**config.mk**
```make
export PLATFORM = sky130hd
export DESIGN_NAME = pipe_hazard_ctrl
export DESIGN_NICKNAME = d
export VERILOG_FILES = /design/src/rtl/pipe_hazard_pkg.sv /design/src/rtl/hazard_wdog.sv /design/src/rtl/pipe_hazard_ctrl.sv
export SDC_FILE = /design/constraint.sdc
export NUM_CORES = 1
export LEC_CHECK = 0
export BUFFER_PORTS_ARGS = -buffer_cell sky130_fd_sc_hd__buf_2
export CAP_MARGIN = 20
export CORE_MARGIN = 10
export CORE_UTILIZATION = 46
export DETAILED_ROUTE_END_ITERATION = 8
export PLACE_DENSITY_LB_ADDON = 0.1
export SYNTH_ARGS = -nofsm -noshare
export SYNTH_HDL_FRONTEND = slang
export SYNTH_SLANG_ARGS = --single-unit
```
**constraint.sdc**
```tcl
create_clock -name clk -period 1.75 [get_ports clk]
set_clock_uncertainty 0.05 [all_clocks]
set_input_delay 0.2625 -clock clk [delete_from_list [all_inputs] [get_ports clk]]
set_output_delay 0.2625 -clock clk [all_outputs]
set_load 0.02 [all_outputs]
```
**src/rtl/pipe_hazard_pkg.sv**
```systemverilog
// rtl/pipe_hazard_pkg.sv - shared state encoding and forward-select constants for pipe_hazard_ctrl
package pipe_hazard_pkg;

  typedef enum logic [1:0] {
    RUN   = 2'd0,
    LHOLD = 2'd1,
    DWAIT = 2'd2
  } state_e;

  localparam logic [1:0] FWD_RF = 2'b00;
  localparam logic [1:0] FWD_W  = 2'b01;
  localparam logic [1:0] FWD_M  = 2'b10;

endpackage

```
**src/rtl/hazard_wdog.sv**
```systemverilog
// rtl/hazard_wdog.sv - data-memory wait watchdog: saturating DWAIT cycle counter with sticky timeout flag
module hazard_wdog #(
  parameter int MAX_WAIT = 15
) (
  input  logic clk,
  input  logic rst_n,
  input  logic in_wait_i,
  output logic err_o
);

  localparam logic [7:0] MW = 8'(MAX_WAIT);

  logic [7:0] cnt_q, cnt_d;
  logic       err_q, err_d;

  always_comb begin
    cnt_d = cnt_q;
    err_d = err_q;
    if (!in_wait_i) begin
      cnt_d = '0;
    end else if (cnt_q != MW) begin
      cnt_d = cnt_q + 8'd1;
    end
    if (in_wait_i && (cnt_d == MW)) begin
      err_d = 1'b1;
    end
  end

  always_ff @(posedge clk or negedge rst_n) begin
    if (!rst_n) begin
      cnt_q <= '0;
      err_q <= 1'b0;
    end else begin
      cnt_q <= cnt_d;
      err_q <= err_d;
    end
  end

  assign err_o = err_q;

endmodule

```
**src/rtl/pipe_hazard_ctrl.sv**
```systemverilog
// rtl/pipe_hazard_ctrl.sv - RV32 5-stage hazard/stall/forward controller; PIPE_HAZARD_PERF_EN adds perf counters
module pipe_hazard_ctrl
  import pipe_hazard_pkg::*;
#(
  parameter int REG_AW     = 5,
  parameter int LOAD_STALL = 1,
  parameter int MAX_WAIT   = 15
) (
  input  logic              clk,
  input  logic              reset,
  input  logic [REG_AW-1:0] Rs1D,
  input  logic [REG_AW-1:0] Rs2D,
  input  logic [REG_AW-1:0] Rs1E,
  input  logic [REG_AW-1:0] Rs2E,
  input  logic [REG_AW-1:0] RdE,
  input  logic [REG_AW-1:0] RdM,
  input  logic [REG_AW-1:0] RdW,
  input  logic              RegWriteM,
  input  logic              RegWriteW,
  input  logic              LoadE,
  input  logic              MemReqM,
  input  logic              dmem_ready,
  input  logic              imem_ready,
  input  logic              PCSrcE,
  output logic [1:0]        ForwardAE,
  output logic [1:0]        ForwardBE,
  output logic              StallF,
  output logic              StallD,
  output logic              StallE,
  output logic              StallM,
  output logic              StallW,
  output logic              FlushD,
  output logic              FlushE,
  output logic              err_timeout,
  output logic [1:0]        load_cnt
`ifdef PIPE_HAZARD_PERF_EN
  ,
  output logic [31:0]       perf_stall_cyc,
  output logic [31:0]       perf_flush_cnt
`endif
);

  localparam logic [1:0] LS_INIT = 2'(LOAD_STALL - 1);

  state_e     state_q, state_d, ret_q, ret_d, eff_st;
  logic [1:0] cnt_q, cnt_d;
  logic       mstall, lu;
  logic       stall_f, stall_d, stall_emw, flush_d, flush_e;
  logic [1:0] fwd_a, fwd_b;

  always_comb begin
    fwd_a = FWD_RF;
    fwd_b = FWD_RF;
    if (RegWriteM && (RdM != '0) && (RdM == Rs1E))      fwd_a = FWD_M;
    else if (RegWriteW && (RdW != '0) && (RdW == Rs1E)) fwd_a = FWD_W;
    if (RegWriteM && (RdM != '0) && (RdM == Rs2E))      fwd_b = FWD_M;
    else if (RegWriteW && (RdW != '0) && (RdW == Rs2E)) fwd_b = FWD_W;
  end

  // While in DWAIT the interrupted state is parked in ret_q; once memory
  // completes, control behaves as that state in the very same cycle.
  always_comb begin
    mstall    = MemReqM & ~dmem_ready;
    lu        = LoadE && (RdE != '0) && ((RdE == Rs1D) || (RdE == Rs2D));
    eff_st    = (state_q == DWAIT) ? ret_q : state_q;
    state_d   = RUN;
    ret_d     = ret_q;
    cnt_d     = cnt_q;
    stall_f   = 1'b0;
    stall_d   = 1'b0;
    stall_emw = 1'b0;
    flush_d   = 1'b0;
    flush_e   = 1'b0;
    if (mstall) begin
      stall_f   = 1'b1;
      stall_d   = 1'b1;
      stall_emw = 1'b1;
      state_d   = DWAIT;
      if (state_q != DWAIT) ret_d = state_q;
    end else if (PCSrcE) begin
      flush_d = 1'b1;
      flush_e = 1'b1;
      cnt_d   = '0;
    end else if (eff_st == LHOLD) begin
      stall_f = 1'b1;
      stall_d = 1'b1;
      flush_e = 1'b1;
      cnt_d   = cnt_q - 2'd1;
      state_d = (cnt_q == 2'd1) ? RUN : LHOLD;
    end else if (lu) begin
      stall_f = 1'b1;
      stall_d = 1'b1;
      flush_e = 1'b1;
      if (LOAD_STALL > 1) begin
        state_d = LHOLD;
        cnt_d   = LS_INIT;
      end
    end else if (!imem_ready) begin
      stall_f = 1'b1;
      flush_d = 1'b1;
    end
  end

  always_ff @(posedge clk or negedge reset) begin
    if (!reset) begin
      state_q <= RUN;
      ret_q   <= RUN;
      cnt_q   <= '0;
    end else begin
      state_q <= state_d;
      ret_q   <= ret_d;
      cnt_q   <= cnt_d;
    end
  end

  hazard_wdog #(.MAX_WAIT(MAX_WAIT)) u_wdog (
    .clk       (clk),
    .rst_n     (reset),
    .in_wait_i (state_q == DWAIT),
    .err_o     (err_timeout)
  );

  // Reset forces every control output quiet even with live inputs.
  assign ForwardAE = reset ? fwd_a : FWD_RF;
  assign ForwardBE = reset ? fwd_b : FWD_RF;
  assign StallF    = reset & stall_f;
  assign StallD    = reset & stall_d;
  assign StallE    = reset & stall_emw;
  assign StallM    = reset & stall_emw;
  assign StallW    = reset & stall_emw;
  assign FlushD    = reset & flush_d;
  assign FlushE    = reset & flush_e;
  assign load_cnt  = cnt_q;

`ifdef PIPE_HAZARD_PERF_EN
  logic [31:0] perf_stall_q, perf_flush_q;

  always_ff @(posedge clk or negedge reset) begin
    if (!reset) begin
      perf_stall_q <= '0;
      perf_flush_q <= '0;
    end else begin
      if (StallD) perf_stall_q <= perf_stall_q + 32'd1;
      if (FlushE) perf_flush_q <= perf_flush_q + 32'd1;
    end
  end

  assign perf_stall_cyc = perf_stall_q;
  assign perf_flush_cnt = perf_flush_q;
`endif

endmodule

```
==> impl_metrics.yaml, run 1 <==
synthesis:
  synthTopCellsByArea: "dfrtp_1, xor2_1, xnor2_1"
  syn_area_um2: 1240
  synth_top_family_by_area: "simple AND/OR/NAND/NOR gates"
  synthDominantCellAreaShare_pct: 30.2
  synth_largest_area_cell: "dfrtp_1"
  synth_ff_type: "dfrtp_1"
  syn_inst: 142
  synth_mux_area_share_pct: 2.82
  ys_seq_elements: 15
  synthArstFlopShare_pct: 100
  synthAdderAreaFrac_pct: 2.02
  synth_commonest_cells: "xor2_1, dfrtp_1, xnor2_1"
  synth_compound_area_share_pct: 9.58
  synth_xor_area_share_pct: 24.7
  synth_cell_type_count: 38
  yosys.area_share.simple_pct: 27.4
  synth_nets: 188
  synth-edff-count: 0
  ys.warnings.count: 0
  syn_avg_cell_area_um2: 8.74
  yosysMostFrequentCell: "xor2_1"
  yosysSeqAreaShare_pct: 30.2
cts:
  cts_buffers: 3
  clock_latency_ns: 0.29
  cts_tree: "built"
  clock_sinks: 15
  cts_root_buf: "clkbuf_4"
  clkTransAtPathRegs_ns: 0.09
  cts_buffer_depth: 2
  cts_max_level: 1
sta:
  hold_violations: 0
  drv_slew: 0
  rsz0062_at_grt: "yes"
  fin_ws_ns: -0.132
  slew_headroom_pct: 55.8
  fmax_mhz: 531
  hold_ws_ns: 0.175
  fin_crit_ns: 1.88
  fin_crit_sh_pct: 108
  tns_ns: -0.636
  setup_viol: 9
  worst_pin_slew_ns: 0.661
global_routing:
  grt_max_degree: 16
  antenna_found_initial: 0
  grt_overflow_total: 0
  grt_pass1_wl_um: 6380
  grt_pass1_vias: 1390
  grtUsageTotal_pct: 14.9
detailed_routing:
  ant_nets: 0
  via_count: 1296
  dr.pass1.iters: 4
  drc: 0
  drt-vias-per-instance: 5.20
  drt_iter0_drc: 37
  wl_um: 3880
  wl_per_cell_um: 15.6
setup_path:
  setup.worst_path.start_class: "primary input"
  arrival_ns: 1.57
  timing_worst_setup_path_type: "in2out"
  crit_path_max_fanout: 3
  end_kind: "output port"
  crit_required_ns: 1.44
die:
  die_y_um: 71.9
  io_pins: 58
  die_area_um2: 5180
  die_w_um: 71.9
  core-area_um2: 2520
  start_util_pct: 49.2
  rows: 18
power:
  irDropWorstVdd_v: 0.000485
  power.density_nw_per_um2: 431
  p_leak_nw: 0.928
place:
  numPortBuffers: 57
  hpwl_um: 3020
  gp_congestion: 0.777
run_status:
  outcome: "finished, violations left"
  violations: "negative setup slack"
final_layout:
  layout-drive-gt1-share_pct: 47.9
  fillers: 174
  seqCellArea_um2: 377
  multi_input_area_um2: 945
  antenna_cells: 0
  fin_nets: 266
  synthToLayoutAreaGrowth_pct: 56.9
worst_hold_path:
  min_path_type: "in2reg"
run:
  cap_violations: 0
==> sequential cells by signal, indices dropped and copies added, names as in the netlist <==
name and cells:
ret_q 2, u_wdog.cnt_q 8, load_cnt 2, u_wdog.err_o 1, state_q 2
==> stage by stage <==
step	worst slack, ns	instances	util, %	area (um2)	power, mW
after global routing	-0.202	249	77.2	1950	0.884
final	-0.132	249	77.2	1950	0.840
after floorplan	0.0255	142	-	1260	0.467
after CTS	-0.117	247	74.6	1880	0.833
after global placement	-0.166	239	66.0	1670	0.583
after detailed placement	-0.266	239	66.0	1670	0.590
==> metal layers <==
| metal | share of wire [%] | wire length (um) | GRT usage [%] |
|---|---|---|---|
| met1 | 38 | 1470 | 14.6 |
| met2 | 55 | 2150 | 29.2 |
| met3 | 5.8 | 223 | 4.76 |
| met4 | 0.98 | 38 | 3.01 |
| met5 | 0 | 0 | 0 |
==> worst max-delay path, stage by stage <==
cell and delay [ns]:
buf_8 0.08, or4_4 0.11, o211ai_1 0.10, or4_4 0.57
nor4_4 0.28, buf_4 0.18
==> area by class of cell <==
cell class / count / area share [%]
clock buffers: 3 / 1.16
flip-flops and latches: 15 / 19.3
inverters: 3 / 0.578
repair buffers: 78 / 28.2
well taps: 30 / 1.93
multi-input cells: 119 / 48.5
clock inverters: 1 / 0.257
==> repair_timing <==
item / in CTS / in global routing
buffers inserted: 3 / 2
setup endpoints to repair: 8 / 10
pin swaps: 10 / 10
resized for setup: 37 / 14
hold buffers: 1 / 0
endpoints found under the hold margin: 15 / 0
==> placed cells by master, fill, tap and decap left out, drive strengths merged <==
cell type,instances
xor2,20
mux2,1
clkbuf,3
nand2,11
nand4b,1
ha,2
nand4,1
mux2i,2
or4,5
o211ai,1
dlygate4sd3,1
nor3,5
and2,4
a22o,1
nor4,6
nand3,7
a21oi,8
buf,77
a32o,1
clkinv,1
o22ai,1
o221ai,1
dfrtp,15
nor2b,1
and3,2
xnor2,15
nand2b,3
inv,3
nand3b,1
a31o,1
nor2,13
o21ai,5
==> kinds of logic after synthesis <==
family	Yosys count
AO/OA/AOI/OAI	19
flip-flops	15
multiplexers	3
adder cells (fa/ha/maj)	2
XOR/XNOR	35
AND/OR/NAND/NOR	60
buffers and inverters	8
==> final timing paths <==
kind                                          start                        to  slack, ns  cells past startpoint
min in group asynchronous                     reset   load_cnt[1]$_DFFE_PN0P_       0.67                      3
setup / recovery                             RdW[2]              ForwardAE[0]      -0.13                      6
hold / removal                               PCSrcE      state_q[0]$_DFF_PN0_       0.17                      2
setup reg to reg               ret_q[1]$_DFFE_PN0P_   load_cnt[0]$_DFFE_PN0P_      -0.02                      8
hold reg to reg            u_wdog.err_o$_DFFE_PN0P_  u_wdog.err_o$_DFFE_PN0P_       0.44                      1
max in group asynchronous                     reset      state_q[0]$_DFF_PN0_       0.53                      3
==> report_power, final <==
part / leakage [nW] / switching (mW) / internal, mW
registers: 0.206 / 0.00396 / 0.350
clock network: 0.0177 / 0.118 / 0.0851
logic: 0.704 / 0.140 / 0.144
total: 0.928 / 0.261 / 0.578
Note: power is estimated with default switching activity, not from simulation.
==> run 2, diff against run 1 <==
- GPL_TIMING_DRIVEN: not set -> 0
==> run 2 against run 1 <==
The flow still finishes with violations (negative setup slack). Clock power decreased by 4%. Largest cell class unchanged. Wire length decreased by 9.9%. Setup slack improved by 0.040 ns. Sequential cell count unchanged. Global-route usage decreased by 1.5 points. Worst hold slack got worse by 0.014 ns.
==> impl_metrics.yaml, run 2 (synthesized netlist as in run 1, its figures left out) <==
run_status:
  outcome: "finished, violations left"
  violations: "negative setup slack"
global_routing:
  grtUsageTotal_pct: 13.4
  grt_pass1_wl_um: 5820
  grt_pass1_vias: 1336
  grt_max_degree: 16
  grt_overflow_total: 0
  antenna_found_initial: 0
worst_hold_path:
  min_path_type: "in2reg"
place:
  numPortBuffers: 57
  gp_congestion: 0.798
  hpwl_um: 2810
cts:
  cts_root_buf: "clkbuf_4"
  cts_buffer_depth: 2
  cts_tree: "built"
  clock_latency_ns: 0.28
  cts_max_level: 1
  clkTransAtPathRegs_ns: 0.09
  clock_sinks: 15
  cts_buffers: 3
final_layout:
  utilization_pct: 73.0
  synthToLayoutAreaGrowth_pct: 48.3
  mostFrequentLayoutCell: "buf_2"
  layout_common_cells: "buf_2, xor2_1, xnor2_1"
  largest_reg_flops: 8
  fillers: 209
  layout-drive-gt1-share_pct: 43.1
  regMostFlops: "u_wdog.cnt_q"
  antenna_cells: 0
  fin_nets: 256
die:
  rows: 18
  io_pins: 58
  die_w_um: 71.9
  start_util_pct: 49.2
  die_y_um: 71.9
  die_area_um2: 5180
  core-area_um2: 2520
setup_path:
  worstSetupEndpoint: "ForwardAE[0]"
  r2r_cells: 6
  crit_path_max_fanout: 2
  end_kind: "output port"
  r2r_start: "u_wdog.cnt_q[5]$_DFF_PN0_"
  cp-startpoint: "Rs1E[2]"
  setup.worst_path.start_class: "primary input"
  r2r_slack_ns: 0.11
  timing_worst_setup_path_type: "in2out"
  crit_required_ns: 1.44
  rr_endpoint: "u_wdog.err_o$_DFFE_PN0P_"
  arrival_ns: 1.53
detailed_routing:
  wl_per_cell_um: 14.6
  highest_layer: "met3"
  wl_met2_um: 1950
  met1_length_um: 1330
  ant_nets: 0
  drc: 0
  via_count: 1250
  drt-vias-per-instance: 5.23
  wl_met3_um: 218
  wl_um: 3500
  drt_iter0_drc: 33
  dr.pass1.iters: 4
sta:
  fin_crit_sh_pct: 105
  rsz0062_at_grt: "yes"
  setup_viol: 8
  drv_slew: 0
  fin_ws_ns: -0.0911
  fin_crit_ns: 1.84
  fmax_mhz: 543
  tns_ns: -0.394
  hold_violations: 0
  worst_pin_slew_ns: 0.653
  slew_headroom_pct: 56.3
power:
  irDropWorstVdd_v: 0.000485
  p_leak_nw: 0.868
  power.density_nw_per_um2: 440
  totalPowerFinal_mw: 0.810
run:
  cap_violations: 0
-- run 2: cell count changes in the layout (fill, tap and decap cells not counted), sizes merged --
cell    change
buf        -11
clkbuf      +1
-- run 2: timing repair --
item | CTS | global route
endpoints found under the setup margin | 8 | 11
hold buffers | 1 | 0
pin swaps | 9 | 9
resized for setup | 44 | 3
endpoints found under the hold margin | 15 | 0
buffers inserted | 1 | 5
gates cloned | 0 | 0
-- run 2: worst min-delay path by stage --
| stage | endpoint | from | slack [ns] | cells past startpoint |
|---|---|---|---|---|
| finish | state_q[0]$_DFF_PN0_ | PCSrcE | 0.16 | 2 |
| global route | state_q[0]$_DFF_PN0_ | PCSrcE | 0.14 | 2 |
| CTS | state_q[0]$_DFF_PN0_ | PCSrcE | 0.15 | 2 |
| detailed placement | load_cnt[0]$_DFFE_PN0P_ | reset | 0.18 | 1 |
| global placement | load_cnt[0]$_DFFE_PN0P_ | reset | 0.18 | 1 |
| floorplan | load_cnt[0]$_DFFE_PN0P_ | reset | -0.08 | 0 |
-- run 2: critical path, stage by stage --
cell	delay, ns
buf_6	0.10
xor2_1	0.15
or4_4	0.54
nor4_4	0.30
buf_4	0.18
-- run 2: layout make-up --
class                      count  area [um2]  share of cell area, %
buffer                         4        25.0                   1.36
sequential                    15         379                   20.6
clock buffer                   3        22.5                   1.22
multi-input combinational    119         915                   49.7
inverter                       3        11.3                  0.612
clock inverter                 1        5.00                  0.272
timing repair buffer          64         445                   24.2
tap                           30        37.5                   2.04
-- run 2: routing by layer --
layer	GRT usage, %	vias to the layer above
met3	4.76	0
met1	13.9	589
met4	1.29	0
met2	25.8	29
met5	0	-
li1	-	632
-- run 2: power breakdown --
part / switching (mW) / internal [mW] / leakage [nW]
Clock: 0.110 / 0.0849 / 0.0177
Sequential: 0.00449 / 0.350 / 0.203
Combinational: 0.130 / 0.131 / 0.648
Total: 0.244 / 0.566 / 0.868
-- run 2: metrics by stage --
stage / hold WS [ns] / instance area, um2 / std cells / worst slack (ns)
final: 0.161 / 1840 / 239 / -0.0911
after global routing: 0.143 / 1840 / 239 / -0.158
after CTS: 0.150 / 1800 / 235 / -0.117
after detailed placement: 0.184 / 1580 / 229 / -0.527
after global placement: 0.177 / 1580 / 229 / -0.495
after floorplan: -0.0831 / 1260 / 142 / 0.0255
